**config.mk**
```make
export PLATFORM = sky130hd
export DESIGN_NAME = axi_w_burst_drain
export DESIGN_NICKNAME = d
export VERILOG_FILES = /design/src/rtl/axi_w_burst_drain.sv
export SDC_FILE = /design/constraint.sdc
export NUM_CORES = 1
export LEC_CHECK = 0
export BUFFER_PORTS_ARGS = -buffer_cell sky130_fd_sc_hd__buf_2
export CORE_MARGIN = 2
export CORE_UTILIZATION = 50
export CTS_CLUSTER_SIZE = 24
export DETAILED_ROUTE_END_ITERATION = 6
export GPL_TIMING_DRIVEN = 0
export PLACE_DENSITY = 0.91
export SETUP_SLACK_MARGIN = 0.02
export SYNTH_ARGS = -nofsm -noshare
export SYNTH_HDL_FRONTEND = slang
export SYNTH_SLANG_ARGS = --single-unit
```
**constraint.sdc**
```tcl
create_clock -name aclk -period 6.1 [get_ports aclk]
set_input_delay 1.22 -clock aclk [delete_from_list [all_inputs] [get_ports aclk]]
set_output_delay 1.22 -clock aclk [all_outputs]
set_load 0.01 [all_outputs]
```
**src/rtl/axi_w_burst_drain.sv**
```systemverilog
// Drains len+1 beats per burst command from a first-word-fall-through FIFO
// onto a W channel through a single registered output slot.
module axi_w_burst_drain #(
    parameter int DATA_WIDTH = 16,
    parameter int LEN_WIDTH  = 8
) (
    input  logic                  aclk,
    input  logic                  srst,
    input  logic                  cmd_valid,
    output logic                  cmd_ready,
    input  logic [LEN_WIDTH-1:0]  cmd_len,
    input  logic                  fifo_empty,
    input  logic [DATA_WIDTH-1:0] fifo_data,
    output logic                  fifo_pull,
    output logic                  m_wvalid,
    input  logic                  m_wready,
    output logic [DATA_WIDTH-1:0] m_wdata,
    output logic                  m_wlast,
    output logic                  burst_done,
    output logic                  busy
);

    typedef enum logic {
        S_IDLE  = 1'b0,
        S_BURST = 1'b1
    } state_t;

    state_t                  r_state;
    state_t                  w_state_nxt;
    logic [LEN_WIDTH-1:0]    r_len_q;
    logic [LEN_WIDTH:0]      r_issue_cnt;
    logic                    r_all_issued;
    logic                    r_wvalid;
    logic                    r_wlast;
    logic [DATA_WIDTH-1:0]   r_wdata;
    logic                    r_burst_done;

    logic                    w_load;
    logic                    w_accept;
    logic                    w_hs;
    logic                    w_hs_last;
    logic                    w_is_last;

    assign w_hs      = r_wvalid && m_wready;
    assign w_hs_last = w_hs && r_wlast;
    assign w_accept  = cmd_valid && cmd_ready;
    // Counter is one bit wider than len so a full 2^LEN_WIDTH-beat burst never wraps.
    assign w_is_last = (r_issue_cnt == {1'b0, r_len_q});

    always_ff @(posedge aclk) begin
        if (srst) begin
            r_state <= S_IDLE;
        end else begin
            r_state <= w_state_nxt;
        end
    end

    always_comb begin
        w_state_nxt = r_state;
        cmd_ready   = 1'b0;
        w_load      = 1'b0;
        case (r_state)
            S_IDLE: begin
                cmd_ready = !srst;
                if (cmd_valid && !srst) begin
                    w_state_nxt = S_BURST;
                end
            end
            S_BURST: begin
                w_load = !srst && !fifo_empty && !r_all_issued && (!r_wvalid || m_wready);
                if (w_hs_last) begin
                    w_state_nxt = S_IDLE;
                end
            end
            default: w_state_nxt = S_IDLE;
        endcase
    end

    // Burst bookkeeping: length, issued-beat count, completion pulse.
    always_ff @(posedge aclk) begin
        if (srst) begin
            r_len_q      <= '0;
            r_issue_cnt  <= '0;
            r_all_issued <= 1'b0;
            r_burst_done <= 1'b0;
        end else begin
            r_burst_done <= w_hs_last;
            if (w_accept) begin
                r_len_q      <= cmd_len;
                r_issue_cnt  <= '0;
                r_all_issued <= 1'b0;
            end else if (w_load) begin
                r_issue_cnt <= r_issue_cnt + {{LEN_WIDTH{1'b0}}, 1'b1};
                if (w_is_last) begin
                    r_all_issued <= 1'b1;
                end
            end
        end
    end

    // Output slot: a load replaces the slot even when it drains in the same cycle.
    always_ff @(posedge aclk) begin
        if (srst) begin
            r_wvalid <= 1'b0;
            r_wlast  <= 1'b0;
            r_wdata  <= '0;
        end else if (w_load) begin
            r_wvalid <= 1'b1;
            r_wlast  <= w_is_last;
            r_wdata  <= fifo_data;
        end else if (w_hs) begin
            r_wvalid <= 1'b0;
            r_wlast  <= 1'b0;
        end
    end

    assign fifo_pull  = w_load;
    assign m_wvalid   = r_wvalid;
    assign m_wdata    = r_wdata;
    assign m_wlast    = r_wlast;
    assign burst_done = r_burst_done;
    assign busy       = (r_state != S_IDLE);

endmodule

```
==> metrics.cfg, run 1 <==
[die]
coreArea_um2 = 2980
chipWidth_um = 59.4
die_h_um = 59.4
rows = 20
dieArea_um2 = 3520
ioPinCount = 51
start_util = 0.515

[critical_path]
cp_common_cell = buf_2
slowest_stage = or4b_1
r2r_slack_ns = 3.97
path_buf_inv = 5
arrival_ns = 2.79
cp.required_ns = 4.88
r2r-end = r_all_issued
cp-start-kind = input port
r2r_start = busy
cp.depth = 7
worstSetupPathType = input port to output port
worstSetupEndpointType = output port
worstPathCellList = buf_2, or4b_1, clkbuf_2, nand2b_1, inv_1, clkbuf_1, buf_2
critical_path_peak_fanout = 10
endpoint = fifo_pull
crit_start = srst
critPathTopFamily = buffers and inverters
ff2ff_path_depth = 7
critPathMaxStageDelay_ns = 0.49

[global_routing]
grt_max_degree = 12
grt_pass1_vias = 1230
grt_use_total = 0.201
grt_pass1_wl_um = 5180
grt_overflow = 0
grt_antenna_before_repair = 0

[logic_synthesis]
synthFlopType = dfxtp_1
synthMuxAreaShare = 0
synth_seq_cells = 38
synthCells = 188
synth_seq_area_share = 0.496
ys_types = 24
synth_compound_area_frac = 0.103
synth_fa_ha_area_frac = 0.00816
synth.top_cell.area_share = 0.496
synth_edf_count = 0
synth_xor_area_frac = 0.0857
yosysTopAreaCell = dfxtp_1
synth-simple-area-share = 0.267
synth_area_leaders = dfxtp_1 50%, nand2_1 11%, a21oi_1 6.5%
synthesis.area_um2 = 1530
synth_top_family_by_area = simple AND/OR/NAND/NOR gates
synth_nets = 218
async_reset_ff_frac = 0
yosysWarnings = 0
avgSynthCellArea_um2 = 8.15

[timing]
maxSlewHeadroom = 0.678
fin_crit_ns = 4.01
worst_pin_slew_ns = 0.484
fin_skew_ns = 0.00738
fin_crit_sh = 0.658
final_max_slew_viol_count = 0
finalSetupTns_ns = 0
setup_viol = 0
fmax_mhz = 249
rsz0062_at_grt = false
hold_viol_final = 0

[clock_network]
cts_num_sinks = 38
cts-resized-gates = 0
worstSkewPairLatency_ns = 0.35
cts.path.max_buffers = 2
cts_root_buf = clkbuf_4
cts_buffers = 5
path_clk_slew_ns = 0.11
cts_tree = built
cts_setup_buffers = 0
h-tree-depth = 2
hold_buffers = 0

[routing]
drt_iter0_drc = 39
wl_per_cell_um = 11.3
wirelength_um = 3170
dr.pass1.iters = 4
vias_per_cell = 5.01
vias = 1399
drc_errors = 0
postRouteAntennaNets = 0

[placed_design]
gp_congestion = 0.849
placed_cells = 271
dp_hpwl_um = 2370
portBuffers = 50

[cells_and_area]
syn_to_final_growth_pct = 22.9
nFillCells = 269
stdcell_count = 279
n_antenna_cell = 0
final_nets = 275
final_common_cell = buf_2
final_cell_mix = 50 x buf_2, 45 x nand2_1, 38 x dfxtp_1
regArea_um2 = 761
drive_gt1_frac = 0.248
multi_input_area_um2 = 711

[power_and_ir_drop]
leakage_uw = 0.000807
power_density_nw_per_um2 = 232
peakVddDrop_v = 0.000157
total_power_uw = 437

[hold_path]
hold_path.class = register to register

[status]
run_status = complete, no violations

[run]
maxCapViolations = 0

[metal layers]
layer | wire length, um | part of all wire | track usage | vias up
li1 | - | - | - | 731
met1 | 1400 | 0.44 | 0.239 | 611
met2 | 1490 | 0.47 | 0.320 | 51
met3 | 204 | 0.064 | 0.0699 | 6
met4 | 70 | 0.022 | 0.104 | 0
met5 | 0 | 0 | 0 | -
[per-stage QoR]
| step | utilization | hold WS (ns) | setup WS [ns] | instance area, um^2 |
|---|---|---|---|---|
| after floorplan | - | 0.420 | 2.51 | 1530 |
| after global placement | 0.613 | 0.431 | 2.11 | 1820 |
| after detailed placement | 0.613 | 0.445 | 2.08 | 1820 |
| after CTS | 0.633 | 0.459 | 2.08 | 1880 |
| after global routing | 0.633 | 0.476 | 1.99 | 1880 |
| final | 0.633 | 0.457 | 2.09 | 1880 |
[cell families (layout without fill, tap and decap cells)]
| kind of cell | Yosys count | after routing |
|---|---|---|
| AND/OR/NAND/NOR | 87 | 87 |
| flip-flops | 38 | 38 |
| AO/OA/AOI/OAI | 31 | 31 |
| buffers and inverters | 16 | 74 |
| XOR/XNOR | 15 | 15 |
| adder cells (fa/ha/maj) | 1 | 1 |
[state kept, by name, indices dropped and copies added (netlist names)]
signal / count
r_issue_cnt: 9
busy: 1
m_wdata: 16
r_len_q: 8
burst_done: 1
m_wvalid: 1
m_wlast: 1
r_all_issued: 1
[cell usage after synthesis (all sizes together) (4+ instances only)]
library cell	instances
nor4	4
xor2	8
inv	4
o21ai	10
clkbuf	12
nand2	45
nor2	10
nand2b	10
nand3	4
a21oi	20
xnor2	7
dfxtp	38
[tightest hold or removal path: cells and delay by family (launching register included)]
kind | cells | cell delay [ns]
flops | 1 | 0.32
compound gates | 1 | 0.05
simple gates | 1 | 0.05
[cell type report]
type                       instances  area share
inverter                           4     0.00797
buffer                            12      0.0246
clock buffer                       7      0.0292
clock inverter                     1     0.00266
multi-input combinational        134       0.377
timing repair buffer              50       0.133
sequential                        38       0.404
tap                               33      0.0219
[report_power, final]
group / switching (uW) / leakage, uW / total (uW) / internal (uW)
Combinational: 22.4 / 0.000463 / 41.5 / 19.0
Clock: 78.4 / 0.0000353 / 134 / 55.8
Sequential: 5.37 / 0.000309 / 261 / 256
Total: 106 / 0.000807 / 437 / 331
[worst min path at each step]
stage	start	to	slack, ns	depth (start not counted)
after global placement	r_all_issued	r_all_issued	0.43	2
after floorplan	r_all_issued	r_all_issued	0.42	2
final	m_wdata[2]	m_wdata[2]	0.46	2
after CTS	m_wdata[15]	m_wdata[15]	0.46	2
after global routing	m_wdata[4]	m_wdata[4]	0.48	2
after detailed placement	m_wdata[15]	m_wdata[15]	0.45	2
No activity file was read; power rests on OpenSTA's default activity.
==> inputs of run 2 (changes only) <==
--- a/config.mk
+++ b/config.mk
@@ -7,11 +7,11 @@
 export LEC_CHECK = 0
 export BUFFER_PORTS_ARGS = -buffer_cell sky130_fd_sc_hd__buf_2
 export CORE_MARGIN = 2
-export CORE_UTILIZATION = 50
+export CORE_UTILIZATION = 49
 export CTS_CLUSTER_SIZE = 24
 export DETAILED_ROUTE_END_ITERATION = 6
 export GPL_TIMING_DRIVEN = 0
-export PLACE_DENSITY = 0.91
+export PLACE_DENSITY = 0.9
 export SETUP_SLACK_MARGIN = 0.02
 export SYNTH_ARGS = -nofsm -noshare
 export SYNTH_HDL_FRONTEND = slang
==> constraint.sdc (replaced) <==
create_clock -name aclk -period 3.9 [get_ports aclk]
set_input_delay 0.78 -clock aclk [delete_from_list [all_inputs] [get_ports aclk]]
set_output_delay 0.78 -clock aclk [all_outputs]
set_load 0.01 [all_outputs]
==> run 2 against run 1 <==
  * Clock-buffer cell count stayed put
  * Non-clock buffer count stayed put
  * Setup slack got worse by 1.4 ns
  * Final area did not move
  * Highest routed layer unchanged
  * Register-to-register slack worse by 2.2 ns
  * Sequential power is 57% higher
  * Hold slack worse by 0.0024 ns
  * Core utilization fell by 0.53 points
  * Clock skew shrank 0.0022 ns
  * Largest cell class unchanged
  * First-iteration DRC count is 18% lower
  * Die area increased by 1.9%
  * Flip-flop and latch count stayed put
==> metrics.cfg, run 2 (synthesis results as in run 1) <==
[timing]
fmax_mhz = 316
fin_crit_ns = 3.17
fin_skew_ns = 0.00515  ; -0.00223 ns
maxSlewHeadroom = 0.674  ; -0.00405
fin_crit_sh = 0.812
final_max_slew_viol_count = 0  ; unchanged
worst_pin_slew_ns = 0.490  ; +0.00608 ns
hold_viol_final = 0  ; unchanged
rsz0062_at_grt = false
setup_viol = 0  ; unchanged
finalSetupTns_ns = 0  ; unchanged

[clock_network]
cts.path.max_buffers = 2  ; unchanged
cts_root_buf = clkbuf_4
path_clk_slew_ns = 0.10  ; about the same
hold_buffers = 0  ; unchanged
cts_tree = built
cts-resized-gates = 0  ; unchanged
cts_buffers = 5  ; unchanged
worstSkewPairLatency_ns = 0.34  ; about the same
cts_num_sinks = 38  ; unchanged
cts_setup_buffers = 0  ; unchanged
h-tree-depth = 2  ; unchanged

[global_routing]
grt_pass1_wl_um = 5020  ; -3.2%
grt_use_total = 0.189  ; -0.0124
grt_overflow = 0  ; unchanged
grt_max_degree = 12  ; unchanged
grt_antenna_before_repair = 0  ; unchanged
grt_pass1_vias = 1220  ; -0.81%

[die]
dieArea_um2 = 3590  ; +1.9%
start_util = 0.510  ; -0.00429
coreArea_um2 = 3000  ; +0.84%
die_h_um = 59.9  ; +0.95%
chipWidth_um = 59.9  ; +0.95%
ioPinCount = 51  ; unchanged
rows = 20  ; unchanged

[hold_path]
hold_path.class = register to register

[critical_path]
critical_path_peak_fanout = 10  ; unchanged
slowest_stage = or4b_1
worstPathCellList = buf_2, or4b_1, clkbuf_2, nand2b_1, inv_1, clkbuf_1, buf_2
cp-start-kind = input port
worstSetupEndpointType = output port
arrival_ns = 2.39  ; -0.40 ns
cp.required_ns = 3.12  ; -1.76 ns
worstSetupPathType = input port to output port
r2r_slack_ns = 1.77  ; -2.20 ns
cp_common_cell = buf_2
critPathMaxStageDelay_ns = 0.51  ; +0.02 ns

[placed_design]
gp_congestion = 0.829  ; -2.3%
dp_hpwl_um = 2330  ; -1.9%
portBuffers = 50  ; unchanged

[cells_and_area]
final_common_cell = buf_2
final_cell_mix = 50 x buf_2, 45 x nand2_1, 38 x dfxtp_1
syn_to_final_growth_pct = 22.9  ; unchanged
final_nets = 275  ; unchanged
n_antenna_cell = 0  ; unchanged
drive_gt1_frac = 0.248  ; unchanged
largest_reg_flops = 16  ; unchanged

[routing]
wirelength_um = 3160  ; about the same
dr.pass1.iters = 4  ; unchanged
drt_iter0_drc = 32  ; -18%
drc_errors = 0  ; unchanged
wl_per_cell_um = 11.3  ; about the same
vias = 1422  ; +1.6%
postRouteAntennaNets = 0  ; unchanged
vias_per_cell = 5.10  ; +1.6%

[power_and_ir_drop]
peakVddDrop_v = 0.000208  ; +32%
power_density_nw_per_um2 = 362  ; +56%
total_power_uw = 683  ; +56%
leakage_uw = 0.000807  ; unchanged

[status]
run_status = complete, no violations

[run]
maxCapViolations = 0  ; unchanged

==> run 2: cell type report <==
| cell class | instances | area [um^2] |
|---|---|---|
| multi-input cells | 134 | 711 |
| fillers | 274 | 1120 |
| plain buffers | 12 | 46.3 |
| clock inverters | 1 | 5.00 |
| clock buffers | 7 | 55.1 |
| well taps | 33 | 41.3 |
| repair buffers | 50 | 250 |
| flip-flops and latches | 38 | 761 |
| inverters | 4 | 15.0 |
==> run 2: worst max-delay path, delay by kind of cell <==
kind | cells | cell delay, ns
buf+inv | 5 | 0.92
simple gates | 2 | 0.68
==> run 2: worst paths after layout <==
path,startpoint,endpoint,depth (start not counted)
worst max-delay path,srst,fifo_pull,7
worst min-delay path,r_all_issued,r_all_issued,2
worst max register to register,busy,r_all_issued,7
worst min register to register,r_all_issued,r_all_issued,2
==> run 2: where the power goes <==
group | leakage [uW] | internal, uW | switching [uW] | total (uW)
clock network | 0.0000353 | 87.4 | 121 | 209
logic | 0.000463 | 29.8 | 35.4 | 65.1
registers | 0.000309 | 400 | 8.37 | 409
==> run 2: per-stage QoR <==
step           area, um^2   util  worst slack, ns  instances  hold slack [ns]
2_1_floorplan        1530      -             1.19        188            0.420
3_3_place_gp         1820  0.608            0.786        271            0.431
3_5_place_dp         1820  0.608            0.757        271            0.435
4_1_cts              1880  0.628            0.732        279            0.455
5_1_grt              1880  0.628            0.638        279            0.474
6_report             1880  0.628            0.732        279            0.455
==> run 2: metal layers <==
metal	global-route usage	share of wire	vias up	wire length [um]
met1	0.212	0.44	642	1400
met5	0	0	-	0
met3	0.0671	0.057	6	181
met4	0.0825	0.017	0	55
li1	-	-	730	-
met2	0.320	0.48	44	1530
==> inputs of run 3 (changes only) <==
--- a/config.mk
+++ b/config.mk
@@ -5,13 +5,14 @@
 export SDC_FILE = /design/constraint.sdc
 export NUM_CORES = 1
 export LEC_CHECK = 0
+export ABC_AREA = 1
 export BUFFER_PORTS_ARGS = -buffer_cell sky130_fd_sc_hd__buf_2
 export CORE_MARGIN = 2
-export CORE_UTILIZATION = 49
+export CORE_UTILIZATION = 50
 export CTS_CLUSTER_SIZE = 24
 export DETAILED_ROUTE_END_ITERATION = 6
 export GPL_TIMING_DRIVEN = 0
-export PLACE_DENSITY = 0.9
+export PLACE_DENSITY = 0.91
 export SETUP_SLACK_MARGIN = 0.02
 export SYNTH_ARGS = -nofsm -noshare
 export SYNTH_HDL_FRONTEND = slang
==> constraint.sdc (replaced) <==
create_clock -name aclk -period 3.14 [get_ports aclk]
set_input_delay 0.628 -clock aclk [delete_from_list [all_inputs] [get_ports aclk]]
set_output_delay 0.628 -clock aclk [all_outputs]
set_load 0.01 [all_outputs]
==> run 3 against run 2 <==
  * Core utilization grew 1.1 points
  * Clock skew grew 0.0038 ns
  * Via count grew 7.0%
  * Hold slack gained 0.018 ns
  * Register-to-register slack lost 0.12 ns
  * Sequential share of layout area shrank 1.4 points
  * Clock power grew 9%
  * Critical path type unchanged
==> metrics.cfg, run 3 <==
[status]
run_status = complete, no violations

[logic_synthesis]
yosys-top-cells-count = 43 x nor2_1, 38 x dfxtp_1, 38 x nand2_1
synth.top_cell.area_share = 0.474  ; -0.0224
yosysTopAreaCell = dfxtp_1
synth_nets = 245  ; +12%
yosysMostFrequentCell = nor2_1
synth_seq_cells = 38  ; unchanged
synthCells = 215  ; +14%
synthFlopType = dfxtp_1
synth_seq_area_share = 0.474  ; -0.0224
yosysWarnings = 0  ; unchanged
async_reset_ff_frac = 0  ; unchanged
synthesis.area_um2 = 1610  ; +4.7%
ys_types = 26  ; +8.3%
synth_edf_count = 0  ; unchanged
avgSynthCellArea_um2 = 7.47  ; -8.4%
synth_area_leaders = dfxtp_1 47%, nor2_1 10%, nand2_1 8.9%

[critical_path]
slowest_stage = buf_4
worstPathCellList = buf_2, nor2_2, nand2_2, nor2_8, buf_4, buf_2
critPathMaxStageDelay_ns = 0.20  ; -0.31 ns
worstSetupEndpointType = output port
worstSetupPathType = input port to output port
cp_common_cell = buf_2
arrival_ns = 1.50  ; -0.89 ns
critical_path_peak_fanout = 10  ; unchanged
r2r_slack_ns = 1.65  ; -0.12 ns
cp-start-kind = input port
cp.required_ns = 2.51  ; -0.61 ns

[timing]
finalSetupTns_ns = 0  ; unchanged
hold_viol_final = 0  ; unchanged
fin_crit_sh = 0.679
setup_viol = 0  ; unchanged
fin_ws_ns = 1.01  ; +0.276 ns
maxSlewHeadroom = 0.733  ; +0.0597
fmax_mhz = 469
worst_pin_slew_ns = 0.400  ; -0.0896 ns
rsz0062_at_grt = false
final_max_slew_viol_count = 0  ; unchanged
fin_crit_ns = 2.13
fin_skew_ns = 0.00896  ; +0.00381 ns

[cells_and_area]
final_cell_mix = 50 x buf_2, 43 x nor2_1, 38 x nand2_1, 38 x dfxtp_1, 27 x o21ai_0
n_antenna_cell = 0  ; unchanged
regArea_um2 = 761  ; unchanged
nFillCells = 275  ; +0.36%
multi_input_area_um2 = 706  ; -0.70%
final_nets = 301  ; +9.5%
final_common_cell = buf_2
largest_reg_flops = 16  ; unchanged
syn_to_final_growth_pct = 21.5
drive_gt1_frac = 0.258  ; +0.0103

[clock_network]
path_clk_slew_ns = 0.10  ; about the same
cts.path.max_buffers = 2  ; unchanged
cts_setup_buffers = 0  ; unchanged
cts_tree = built
worstSkewPairLatency_ns = 0.34  ; about the same
hold_buffers = 0  ; unchanged
cts_root_buf = clkbuf_4
h-tree-depth = 2  ; unchanged
cts_num_sinks = 38  ; unchanged
cts-resized-gates = 0  ; unchanged
cts_buffers = 5  ; unchanged

[power_and_ir_drop]
power_density_nw_per_um2 = 443  ; +22%
leakage_uw = 0.000906  ; +12%
peakVddDrop_v = 0.000269  ; +30%
total_power_uw = 865  ; +27%
p_sw_frac = 0.261  ; +0.0188
power_frac_comb = 0.136  ; +0.041
p_clk_frac = 0.263  ; -0.043
p_switching_uw = 225  ; +36%
intPower_uw = 639  ; +24%
p_seq_frac = 0.601  ; +0.002

[global_routing]
grt_pass1_wl_um = 5540  ; +10%
grt_overflow = 0  ; unchanged
grt_max_degree = 11  ; -1
grt_antenna_before_repair = 0  ; unchanged
grt_use_total = 0.204  ; +0.0149
grt_pass1_vias = 1312  ; +7.5%

[routing]
vias = 1522  ; +7.0%
wl_per_cell_um = 11.0  ; -3.1%
postRouteAntennaNets = 0  ; unchanged
wirelength_um = 3460  ; +9.4%
dr.pass1.iters = 4  ; unchanged
drc_errors = 0  ; unchanged
drt_iter0_drc = 59  ; +84%
vias_per_cell = 4.83  ; -5.2%

[die]
coreArea_um2 = 3050  ; +1.7%
ioPinCount = 51  ; unchanged
chipWidth_um = 60.7  ; +1.2%
die_h_um = 60.7  ; +1.2%
start_util = 0.526  ; +0.0154
rows = 20  ; unchanged
dieArea_um2 = 3680  ; +2.5%

[placed_design]
dp_hpwl_um = 2590  ; +11%
gp_congestion = 0.875  ; +5.6%
place_ws_ns = 1.02  ; +0.264 ns
portBuffers = 49  ; -2.0%

[run]
maxCapViolations = 0  ; unchanged

[hold_path]
hold_path.class = register to register

## run 3: cell types whose count changed in the layout (fill, tap and decap cells not counted), moves of 10 or more
cell / before / now
o21ai_0: 10 / 27
nor2_1: 10 / 43
inv_1: 4 / 20
nand2b_1: 10 / 0
a21oi_1: 20 / 10
## run 3: final cells by class
class                           count  share of cell area
Inverter                           22              0.0436
Multi-Input combinational cell    148               0.362
Sequential cell                    38               0.390
Buffer                              7              0.0276
Tap cell                           44              0.0282
Timing Repair Buffer               49               0.126
Clock buffer                        7              0.0231
## run 3: worst paths after layout
path,start,to,cells after the start
max,srst,fifo_pull,6
min,r_all_issued,r_all_issued,2
max reg2reg,r_issue_cnt[0],r_issue_cnt[8],8
min reg2reg,r_all_issued,r_all_issued,2
## run 3: kinds of logic after synthesis
logic type      Yosys count  synth area share
xor+xnor                  1           0.00546
compound gates           42             0.137
fa+ha+maj                 1           0.00779
buf+inv                  29            0.0865
simple gates            104             0.289
flops                    38             0.474
## run 3: metal layers
metal / track usage / share of wire / vias up
met5: 0 / 0 / -
met4: 0.0807 / 0.021 / 0
met3: 0.0554 / 0.047 / 8
met2: 0.333 / 0.48 / 32
met1: 0.255 / 0.45 / 683
li1: - / - / 799
## run 3: through the flow
step	util	instance area, um^2	std cells	hold slack [ns]
6_report	0.639	1950	315	0.473
5_1_grt	0.639	1950	315	0.492
4_1_cts	0.639	1950	315	0.473
3_5_place_dp	0.624	1910	308	0.457
3_3_place_gp	0.624	1910	308	0.454
2_1_floorplan	-	1610	215	0.442
## run 3: power by group through the flow
stage	Combinational [uW]	Sequential (uW)	Clock (uW)
4_1_cts	118	519	236
5_1_grt	133	522	258
3_5_place_dp	118	530	0
2_1_floorplan	63.9	535	0
3_3_place_gp	115	529	0
6_report	118	519	227
## run 3: worst max-delay path: cells and delay by family
| family | cells | cell delay, ns |
|---|---|---|
| buffers and inverters | 3 | 0.48 |
| AND/OR/NAND/NOR | 3 | 0.39 |
